==> config.mk <==
export PLATFORM = sky130hd
export DESIGN_NAME = vga_frame_capture
export DESIGN_NICKNAME = d
export VERILOG_FILES = /design/src/rtl/vga_frame_capture.sv
export SDC_FILE = /design/constraint.sdc
export NUM_CORES = 1
export LEC_CHECK = 0
export CAP_MARGIN = 10
export CORE_ASPECT_RATIO = 1.25
export CORE_MARGIN = 3
export CORE_UTILIZATION = 56
export DETAILED_ROUTE_END_ITERATION = 6
export GPL_TIMING_DRIVEN = 0
export PLACE_DENSITY_LB_ADDON = 0.25
export SETUP_SLACK_MARGIN = 0.02
export SYNTH_ARGS = -nofsm -noshare
export SYNTH_HDL_FRONTEND = slang
export SYNTH_SLANG_ARGS = --single-unit
==> constraint.sdc <==
create_clock -name clk -period 4.99 [get_ports clk]
set_input_delay 0.499 -clock clk [delete_from_list [all_inputs] [get_ports clk]]
set_output_delay 0.499 -clock clk [all_outputs]
set_load 0.02 [all_outputs]
==> src/rtl/vga_frame_capture.sv <==
// vga_frame_capture: captures one active frame from a VGA-timed pixel stream into a RAM write port
//   clk, reset            pixel clock, synchronous active-high reset
//   start, continuous     arm pulse (IDLE only); re-arm after each frame when continuous = 1
//   hsync, vsync          sync inputs, polarity set by SYNC_ACTIVE_LOW
//   pixel_in              pixel colour sampled together with the syncs
//   ram_wraddr/data/wren  registered framebuffer write port, two clocks behind pixel_in
//   busy, done, err       ARM or CAPTURE; one-clock end-of-frame pulse; sticky mid-frame restart flag
module vga_frame_capture #(
    parameter int H_ACTIVE        = 640,
    parameter int V_ACTIVE        = 480,
    parameter int H_START         = 144,
    parameter int V_START         = 35,
    parameter int SYNC_ACTIVE_LOW = 1,
    parameter int ADDR_W          = 19
) (
    input  logic              clk,
    input  logic              reset,
    input  logic              start,
    input  logic              continuous,
    input  logic              hsync,
    input  logic              vsync,
    input  logic [7:0]        pixel_in,
    output logic [ADDR_W-1:0] ram_wraddr,
    output logic [7:0]        ram_data,
    output logic              ram_wren,
    output logic              busy,
    output logic              done,
    output logic              err
);
    typedef enum logic [1:0] {IDLE, ARM, CAPTURE, DONE} state_t;

    localparam logic        POL    = SYNC_ACTIVE_LOW != 0;
    localparam logic [10:0] H_LO   = 11'(H_START);
    localparam logic [10:0] H_HI   = 11'(H_START + H_ACTIVE);
    localparam logic [10:0] H_LAST = 11'(H_ACTIVE - 1);
    localparam logic [9:0]  V_LO   = 10'(V_START);
    localparam logic [9:0]  V_HI   = 10'(V_START + V_ACTIVE);
    localparam logic [9:0]  V_LAST = 10'(V_ACTIVE - 1);

    state_t              state;
    logic                hs_s, vs_s, hs_p, vs_p;
    logic [7:0]          px_s;
    logic [10:0]         hcnt, h_cur, col;
    logic [9:0]          vcnt, v_cur, row;
    logic [ADDR_W-1:0]   addr;
    logic                hs_edge, vs_edge, active, cap_now, last;

    // h_cur/v_cur are the counts belonging to the sample currently in the input stage
    assign hs_edge = hs_s & ~hs_p;
    assign vs_edge = vs_s & ~vs_p;
    assign h_cur   = hs_edge ? '0 : (&hcnt ? hcnt : hcnt + 11'd1);
    assign v_cur   = vs_edge ? '0 : hs_edge ? (&vcnt ? vcnt : vcnt + 10'd1) : vcnt;
    assign col     = h_cur - H_LO;
    assign row     = v_cur - V_LO;
    assign active  = h_cur >= H_LO && h_cur < H_HI && v_cur >= V_LO && v_cur < V_HI;
    // the arming vsync sample itself belongs to the new frame
    assign cap_now = state == CAPTURE || (state == ARM && vs_edge);
    assign last    = cap_now && active && row == V_LAST && col == H_LAST;
    assign addr    = ADDR_W'(row) * ADDR_W'(H_ACTIVE) + ADDR_W'(col);
    assign busy    = state == ARM || state == CAPTURE;

    always_ff @(posedge clk) begin
        if (reset) begin
            state      <= IDLE;
            hs_s       <= 1'b0;
            vs_s       <= 1'b0;
            hs_p       <= 1'b0;
            vs_p       <= 1'b0;
            px_s       <= '0;
            hcnt       <= '0;
            vcnt       <= '0;
            ram_wren   <= 1'b0;
            ram_data   <= '0;
            ram_wraddr <= '0;
            done       <= 1'b0;
            err        <= 1'b0;
        end else begin
            hs_s       <= hsync ^ POL;
            vs_s       <= vsync ^ POL;
            hs_p       <= hs_s;
            vs_p       <= vs_s;
            px_s       <= pixel_in;
            hcnt       <= h_cur;
            vcnt       <= v_cur;
            ram_wren   <= cap_now && active;
            ram_data   <= px_s;
            ram_wraddr <= addr;
            done       <= state == DONE;
            case (state)
                IDLE:    if (start) begin
                             state <= ARM;
                             err   <= 1'b0;
                         end
                ARM:     if (last) state <= DONE;
                         else if (vs_edge) state <= CAPTURE;
                CAPTURE: if (last) state <= DONE;
                         else if (vs_edge) err <= 1'b1;
                DONE:    state <= continuous ? ARM : IDLE;
            endcase
        end
    end
endmodule

==> impl_metrics.json, run 1 <==
{
  "ys_seq_area_share_pct": 32.5,
  "grt-ovfl-total": 0,
  "final.period_utilization_pct": 91.9,
  "syn_area_per_cell_sq_um": 8.93,
  "peakVddDrop_mv": 0.238,
  "cts_tree": "built",
  "cts_resized": 0,
  "r2r_slack_ns": 0.40,
  "maxCapViolCount": 0,
  "postPlaceCellArea_sq_um": 4310,
  "first_global_vias": 3334,
  "period_minus_slack_ns": 4.59,
  "routabilityCongestion": 0.907,
  "grt_max_degree": 13,
  "nets": 522,
  "dieArea_sq_um": 7740,
  "ys_types": 69,
  "stdcell_area_sq_um": 4560,
  "cts.sinks": 61,
  "detailed_place_hpwl_um": 6500,
  "pwr-share-comb_pct": 22.3,
  "synth.area.top_cells": "dfxtp_1, ha_1, nor2_1",
  "p_int_mw": 0.940,
  "synth_nets": 467,
  "swShare_pct": 29.4,
  "vias": 3294,
  "postRouteAntennaNets": 0,
  "synth_fa_ha_area_share_pct": 11.1,
  "rows": 32,
  "crit_type": "reg -> reg",
  "port_buffers": 44,
  "synth_seq_cells": 61,
  "clkTransAtPathRegs_ns": 0.07,
  "critPathArrivalTime_ns": 4.82,
  "synth-xor-area-share_pct": 6.99,
  "critical_path_buf_inv_count": 0,
  "cts_root_buf": "clkbuf_8",
  "post_cts_buffers": 0,
  "antennaDiodeCount": 0,
  "worst_path_largest_cell_delay_ns": 0.48,
  "setup_viol_count_final": 0,
  "outcome": "completed",
  "drt_iter0_drc": 260,
  "postSynth.asyncResetShare_pct": 0,
  "max_slew_margin_pct": 59.4,
  "cp-start-kind": "register",
  "synth_compound_area_share_pct": 18.2,
  "synth_top_family_by_area": "simple AND/OR/NAND/NOR gates",
  "cts_hold_buf": 0,
  "wl_per_cell_um": 15.7,
  "synth_top_cell_by_area": "dfxtp_1",
  "leakage_nw": 1.86,
  "cts_made_buffers": 9,
  "fmax_mhz": 218,
  "ctsHtreeMaxLevel": 3,
  "hold_violations": 0,
  "ys_warn_count": 0,
  "synth-main-ff-cell": "dfxtp_1",
  "drt_wl_total_um": 8900,
  "dieHeight_um": 97.6,
  "fin_hold_ws_ns": 0.448,
  "seqPwrFrac_pct": 40.2,
  "syn_to_final_growth_pct": 21.2,
  "drt-vias-per-instance": 5.82,
  "crit_path_end_kind": "register",
  "drc": 0,
  "power_mw": 1.33,
  "ios": 45,
  "clk_latency_ns": 0.36,
  "cp.required_ns": 5.22,
  "yosysTopAreaCellShare_pct": 32.5,
  "synth-edff-count": 0,
  "crit_path_max_fanout": 6,
  "pwr-share-clk_pct": 37.5,
  "cpMaxStageDelayCell": "fa_1",
  "start_util_pct": 59.4,
  "switchingPower_mw": 0.391,
  "grtUsageTotal_pct": 24.3,
  "yosys-mux-area-fraction_pct": 1.63,
  "syn-cell-area_sq_um": 3760,
  "antenna_found_initial": 0,
  "synthSimpleGateAreaFrac_pct": 25.4,
  "syn_inst": 421,
  "drv_slew": 0,
  "powerDensity_nw_per_um2": 292,
  "path_delay_family": "adder cells",
  "dp.cells": 550,
  "rsz0062_at_grt": "false",
  "worst_pin_slew_ns": 0.608,
  "grt_pass1_wl_um": 15100,
  "final_cells": 566,
  "fp.dieW_um": 79.3,
  "fin_tns_setup_ns": 0,
  "cp_cell_sequence": "ha_2 -> and3_1 -> a41oi_4 -> mux2i_1 -> nor2_1 -> ha_1 -> a221oi_4 -> xnor2_1 -> ha_1 -> fa_1 -> a21o_1 -> a21oi_2 -> o21bai_1 -> a21oi_2 -> xnor2_1 -> nor3_2 -> nand3_1 -> xor2_1 -> nor2_1",
  "core_area_sq_um": 6330,
  "finClkSkew_ns": 0.00767,
  "firstDrtPassIters": 5,
  "drive_above_1_share_pct": 10.6,
  "hold_path.class": "reg -> reg",
  "cts_buffer_depth": 2
}
-- layer usage --
layer / vias up / global-route usage [%] / part of all wire, % / wire [um]
li1: 1616 / - / - / -
met1: 1544 / 28.5 / 40 / 3570
met2: 113 / 41.1 / 51 / 4580
met3: 21 / 5.38 / 5.6 / 498
met4: 0 / 12.2 / 2.9 / 255
met5: - / 0 / 0 / 0
-- path summary, 6_finish.rpt --
path / startpoint / endpoint / cells past startpoint
setup / recovery: vcnt[0] / ram_wraddr[18] / 19
hold / removal: px_s[3] / ram_data[3] / 1
setup reg to reg: vcnt[0] / ram_wraddr[18] / 19
hold reg to reg: px_s[3] / ram_data[3] / 1
-- through the flow --
stage	worst slack, ns	util [%]
3_3_place_gp	0.259	68.1
3_5_place_dp	0.200	68.1
5_1_grt	0.0209	72.0
4_1_cts	0.110	71.6
2_1_floorplan	0.714	-
6_report	0.404	72.0
-- worst reg2reg max path, stage by stage (launching register included) --
cell and delay [ns]:
dfxtp_2 0.35, ha_2 0.22, and3_1 0.24, a41oi_4 0.30
mux2i_1 0.29, nor2_1 0.10, ha_1 0.27, a221oi_4 0.28
xnor2_1 0.14, ha_1 0.37, fa_1 0.48, a21o_1 0.19
a21oi_2 0.18, o21bai_1 0.11, a21oi_2 0.20, xnor2_1 0.14
nor3_2 0.23, nand3_1 0.13, xor2_1 0.18, nor2_1 0.05
-- logic make-up after synthesis --
| group | after synthesis |
|---|---|
| flops | 61 |
| mux | 6 |
| simple gates | 177 |
| compound gates | 82 |
| xor+xnor | 30 |
| buf+inv | 33 |
| fa+ha+maj | 32 |
-- state kept, by name, indices dropped and copies added (netlist names) --
register    count
err             1
vcnt           10
px_s            8
ram_data        8
vs_s            1
done            1
vs_p            1
ram_wren        1
state           2
hs_s            1
hcnt            7
ram_wraddr     19
hs_p            1
-- area by class of cell --
cell class | instances | area, sq um
timing repair buffer | 44 | 440
sequential | 61 | 1220
multi-input combinational | 327 | 2400
buffer | 20 | 110
tap | 85 | 106
clock buffer | 9 | 124
fill | 530 | 1770
inverter | 13 | 48.8
clock inverter | 7 | 98.8
-- placed cells by master, fill, tap and decap left out, types with 5 or more instances in the layout --
cell type	instances
o211ai_1	6
clkbuf_1	8
dfxtp_1	60
nand3_1	15
xor2_1	10
nor3_1	11
nor2b_1	27
mux2i_1	5
and3_1	12
o21ai_0	7
xnor2_1	20
nand2_1	21
clkbuf_8	9
nand4_1	7
inv_1	13
and2_1	12
nor2_1	47
a21o_1	6
ha_1	29
clkdlybuf4s50_1	44
a21oi_1	15
-- Yosys cell counts, types with 3 or more instances --
cell type   n
nand3_1    15
inv_1      13
and3_1     12
xnor2_1    20
a31o_2      3
buf_2       4
a41oi_1     4
mux2i_1     5
o211ai_1    6
buf_4       4
dfxtp_1    61
o2111ai_1   3
nor3b_1     4
clkbuf_1    8
nand2_1    21
and2_1     12
a21oi_1    17
a21o_1      6
ha_1       30
nor3_1     12
nand2b_1    4
nor2_1     47
o21bai_1    3
nand4_1     7
nor2b_1    27
o21ai_0     7
xor2_1     10
a31oi_1     4
-- power groups by stage --
stage	Combinational (mW)	Sequential [mW]	Clock (mW)
after detailed placement	0.291	0.546	0
final	0.297	0.535	0.499
after global placement	0.285	0.544	0
after CTS	0.295	0.535	0.510
after floorplan	0.169	0.568	0
after global routing	0.324	0.539	0.530
Note: power is estimated with default switching activity, not from simulation.
==> run 2, diff against run 1 <==
- CORE_UTILIZATION: 56 -> 50
==> run 2 against run 1 <==
  * Power shrank 7.7%
  * Cell area down 0.69%
  * Flip-flop and latch count did not move
  * Worst setup slack worse by 0.071 ns
  * Utilization shrank 8.7 points
  * Non-clock buffer count rose by 1
  * Sequential share of layout area is 0.16 points higher
  * Via count decreased by 0.85%
  * Fmax decreased by 1.5%
  * Critical endpoint unchanged
  * Largest cell class unchanged
  * Highest routed layer unchanged
==> impl_metrics.json, run 2 (synthesized netlist as in run 1, its figures left out) <==
{
  "final_util_pct": 63.3,
  "cp-start-kind": "register",
  "grt_pass1_wl_um": 14600,
  "nets": 523,
  "crit_type": "reg -> reg",
  "wl_per_cell_um": 15.5,
  "port_buffers": 44,
  "antennaDiodeCount": 0,
  "final.period_utilization_pct": 93.3,
  "largest_reg_flops": 19,
  "outcome": "completed",
  "hold_violations": 0,
  "rows": 34,
  "drc": 0,
  "grt_max_degree": 13,
  "cts_buffer_depth": 2,
  "ios": 45,
  "maxCapViolCount": 0,
  "cp_cell_sequence": "ha_2 -> and3_1 -> a41oi_4 -> xnor2_1 -> or2_2 -> inv_1 -> ha_1 -> a221oi_4 -> xnor2_2 -> ha_1 -> fa_1 -> a21o_1 -> a21oi_1 -> o21bai_1 -> a21oi_2 -> xnor2_1 -> nor3_2 -> nand3_1 -> xor2_1 -> nor2_1",
  "drv_slew": 0,
  "hold_path.class": "reg -> reg",
  "syn_to_final_growth_pct": 20.4,
  "drt_wl_total_um": 8850,
  "first_global_vias": 3120,
  "fin_tns_setup_ns": 0,
  "power_mw": 1.23,
  "final_common_cell": "dfxtp_1",
  "clkTransAtPathRegs_ns": 0.08,
  "cp.required_ns": 5.20,
  "drt-vias-per-instance": 5.71,
  "vias": 3266,
  "final_cells": 572,
  "max_slew_margin_pct": 52.9,
  "detailed_place_hpwl_um": 6610,
  "crit_path_end_kind": "register",
  "cts.sinks": 61,
  "fmax_mhz": 215,
  "critical_path_buf_inv_count": 1,
  "drive_above_1_share_pct": 10.6,
  "leakage_nw": 1.84,
  "dieArea_sq_um": 8600,
  "path_delay_family": "adder cells",
  "firstDrtPassIters": 5,
  "ctsHtreeMaxLevel": 3,
  "critPathArrivalTime_ns": 4.87,
  "layout_common_cells": "dfxtp_1, nor2_1, clkdlybuf4s50_1",
  "antenna_found_initial": 0,
  "cts_hold_buf": 0,
  "grtUsageTotal_pct": 21.1,
  "period_minus_slack_ns": 4.66,
  "crit_path_max_fanout": 6,
  "drt_iter0_drc": 171,
  "reg_top3": "ram_wraddr (19), vcnt (10)",
  "worst_pin_slew_ns": 0.686,
  "setup_viol_count_final": 0,
  "routabilityCongestion": 0.911,
  "start_util_pct": 52.6,
  "postRouteAntennaNets": 0,
  "worst_path_largest_cell_delay_ns": 0.47,
  "cts_made_buffers": 9,
  "powerDensity_nw_per_um2": 271,
  "cts_root_buf": "clkbuf_8",
  "grt-ovfl-total": 0,
  "clk_latency_ns": 0.35,
  "cpMaxStageDelayCell": "fa_1",
  "peakVddDrop_mv": 0.134,
  "core_area_sq_um": 7150,
  "dieHeight_um": 103,
  "dp.cells": 555,
  "fp.dieW_um": 83.6,
  "finClkSkew_ns": 0.0105,
  "cts_tree": "built",
  "top_register": "ram_wraddr",
  "rsz0062_at_grt": "false"
}
-- run 2: worst paths after layout --
path | end | slack (ns) | cells past startpoint | from
setup / recovery | ram_wraddr[18] | 0.33 | 20 | vcnt[0]
hold / removal | ram_data[7] | 0.44 | 1 | px_s[7]
setup reg to reg | ram_wraddr[18] | 0.33 | 20 | vcnt[0]
hold reg to reg | ram_data[7] | 0.44 | 1 | px_s[7]
-- run 2: layout make-up --
| type | instances | area (sq um) |
|---|---|---|
| plain buffers | 20 | 110 |
| flip-flops and latches | 61 | 1220 |
| clock inverters | 7 | 51.3 |
| inverters | 13 | 48.8 |
| well taps | 90 | 113 |
| fillers | 607 | 2620 |
| multi-input cells | 327 | 2410 |
| clock buffers | 9 | 124 |
| repair buffers | 45 | 448 |
-- run 2: worst reg2reg max path: stages (launching register included) --
cell and delay, ns:
dfxtp_1 0.45, ha_2 0.26, and3_1 0.27, a41oi_4 0.19, xnor2_1 0.16, or2_2 0.32
inv_1 0.13, ha_1 0.26, a221oi_4 0.08, xnor2_2 0.18, ha_1 0.37, fa_1 0.47
a21o_1 0.17, a21oi_1 0.22, o21bai_1 0.11, a21oi_2 0.17, xnor2_1 0.12, nor3_2 0.23
nand3_1 0.12, xor2_1 0.17, nor2_1 0.05
-- run 2: routing by layer --
metal | track usage [%] | up-vias | wire (um)
met5 | 0 | - | 0
met4 | 11.0 | 0 | 264
met1 | 25.0 | 1533 | 3710
li1 | - | 1624 | -
met2 | 37.3 | 85 | 4570
met3 | 3.20 | 24 | 305
-- run 2: what timing repair did --
action                                  in CTS  in global routing
endpoints found under the setup margin       0                  2
setup buffers                                0                  1
gates resized for setup                      0                  5
-- run 2: metrics by stage --
stage               hold WS, ns  cell area [sq um]  worst slack [ns]
finish                    0.440               4520             0.334
global route              0.461               4520            0.0306
CTS                       0.444               4490             0.147
detailed placement        0.424               4310             0.187
global placement          0.416               4310             0.258
floorplan                 0.414               3760             0.714
-- run 2: power breakdown --
part           leakage, nW  internal (mW)  switching [mW]
clock               0.0856          0.181           0.219
combinational         1.25          0.136           0.158
sequential           0.501          0.519          0.0147
total                 1.84          0.836           0.392
==> run 3, diff against run 2 <==
- CORE_MARGIN: 3 -> 2
- GPL_TIMING_DRIVEN: 0 -> not set
==> run 3 against run 2 <==
  * Worst setup slack improved by 0.032 ns
  * Die area down 4.3%
  * Clock power grew 13%
  * Via count is 2.5% lower
  * Sequential share of layout area grew 0.49 points
  * Final cell count is 2.6% lower
  * Sequential power hardly changed
  * Power is 4.0% higher
  * Utilization shrank 2.6 points
  * Cell area shrank 1.8%
  * Critical path type unchanged
==> impl_metrics.json, run 3 (synthesized netlist as in run 1, its figures left out) <==
{
  "worst_path_largest_cell_delay_ns": 0.47,
  "cts_buffer_depth": 2,
  "reg_top3": "ram_wraddr (19), vcnt (10)",
  "final_util_pct": 60.8,
  "cts_hold_buf": 0,
  "crit_type": "reg -> reg",
  "drive_above_1_share_pct": 9.03,
  "crit_path_end_kind": "register",
  "path_delay_family": "adder cells",
  "final_cells": 557,
  "nets": 506,
  "critPathArrivalTime_ns": 4.85,
  "syn_to_final_growth_pct": 18.2,
  "final_common_cell": "dfxtp_1",
  "final.period_utilization_pct": 92.7,
  "antennaDiodeCount": 0,
  "drv_slew": 0,
  "dieHeight_um": 101,
  "drt_iter0_drc": 174,
  "cts_made_buffers": 9,
  "rows": 35,
  "drt_wl_total_um": 8480,
  "cp_cell_sequence": "ha_1 -> and3_1 -> a41oi_4 -> xnor2_1 -> or2_2 -> inv_1 -> ha_1 -> a221oi_4 -> xnor2_1 -> ha_1 -> fa_1 -> a21o_1 -> a21oi_1 -> o21bai_1 -> a21oi_1 -> xnor2_1 -> nor3_2 -> nand3_1 -> xor2_1 -> nor2_1",
  "switchingPower_mw": 0.391,
  "largest_reg_flops": 19,
  "r2r_slack_ns": 0.37,
  "seqPwrFrac_pct": 41.8,
  "rsz0062_at_grt": "false",
  "antenna_found_initial": 0,
  "cpMaxStageDelayCell": "fa_1",
  "wl_per_cell_um": 15.2,
  "outcome": "completed",
  "postPlaceCellArea_sq_um": 4230,
  "post_cts_buffers": 0,
  "critical_path_buf_inv_count": 1,
  "stdcell_area_sq_um": 4440,
  "routabilityCongestion": 0.921,
  "max_slew_margin_pct": 62.5,
  "cts.sinks": 61,
  "port_buffers": 44,
  "grt_pass1_wl_um": 14000,
  "peakVddDrop_mv": 0.189,
  "postRouteAntennaNets": 0,
  "leakage_nw": 1.80,
  "fp.dieW_um": 81.6,
  "cts_resized": 0,
  "top_register": "ram_wraddr",
  "cp-start-kind": "register",
  "vias": 3185,
  "cts_tree": "built",
  "layout_common_cells": "dfxtp_1, nor2_1, clkdlybuf4s50_1",
  "dieArea_sq_um": 8230,
  "dp.cells": 541,
  "p_int_mw": 0.886,
  "cts_root_buf": "clkbuf_8",
  "grt_max_degree": 57,
  "setup_viol_count_final": 0,
  "hold_violations": 0,
  "swShare_pct": 30.6,
  "worst_pin_slew_ns": 0.546,
  "powerDensity_nw_per_um2": 287,
  "first_global_vias": 3071,
  "grt-ovfl-total": 0,
  "drc": 0,
  "period_minus_slack_ns": 4.62,
  "ios": 45,
  "finClkSkew_ns": 0.00851,
  "pwr-share-comb_pct": 22.8,
  "crit_path_max_fanout": 6,
  "pwr-share-clk_pct": 35.4,
  "drt-vias-per-instance": 5.72,
  "fmax_mhz": 216,
  "firstDrtPassIters": 4,
  "grtUsageTotal_pct": 22.0,
  "clk_latency_ns": 0.35,
  "fin_tns_setup_ns": 0,
  "detailed_place_hpwl_um": 6250,
  "start_util_pct": 51.4,
  "core_area_sq_um": 7310,
  "ctsHtreeMaxLevel": 3,
  "cp.required_ns": 5.21,
  "maxCapViolCount": 0,
  "clkTransAtPathRegs_ns": 0.08,
  "hold_path.class": "reg -> reg"
}
==> run 3: power by group through the flow <==
stage / registers [mW] / clock network [mW] / logic (mW)
CTS: 0.534 / 0.463 / 0.291
floorplan: 0.568 / 0 / 0.169
finish: 0.534 / 0.452 / 0.291
detailed placement: 0.546 / 0 / 0.288
global placement: 0.544 / 0 / 0.283
global route: 0.537 / 0.484 / 0.321
==> run 3: final timing paths <==
| kind | start | endpoint | depth (start not counted) |
|---|---|---|---|
| hold / removal | px_s[3] | ram_data[3] | 1 |
| setup / recovery | vcnt[0] | ram_wraddr[17] | 20 |
| hold reg to reg | px_s[3] | ram_data[3] | 1 |
| setup reg to reg | vcnt[0] | ram_wraddr[17] | 20 |
==> run 3: per-stage QoR <==
stage / setup WS (ns) / hold slack (ns) / power, mW
2_1_floorplan: 0.714 / 0.414 / 0.737
3_3_place_gp: 0.462 / 0.416 / 0.827
3_5_place_dp: 0.293 / 0.426 / 0.834
4_1_cts: 0.269 / 0.438 / 1.29
5_1_grt: 0.0342 / 0.455 / 1.34
6_report: 0.365 / 0.436 / 1.28
==> run 3: layout make-up <==
cell class	instances	area (sq um)
Inverter	13	48.8
Clock buffer	9	124
Fill cell	614	2870
Timing Repair Buffer	48	465
Tap cell	92	115
Multi-Input combinational cell	327	2390
Clock inverter	7	73.8
Sequential cell	61	1220
==> run 3: per-layer routing <==
metal,global-route usage (%),vias up,wire length (um)
met1,26.5,1540,3620
li1,-,1588,-
met4,8.34,0,201
met2,37.5,41,4460
met5,0,-,0
met3,5.02,16,207
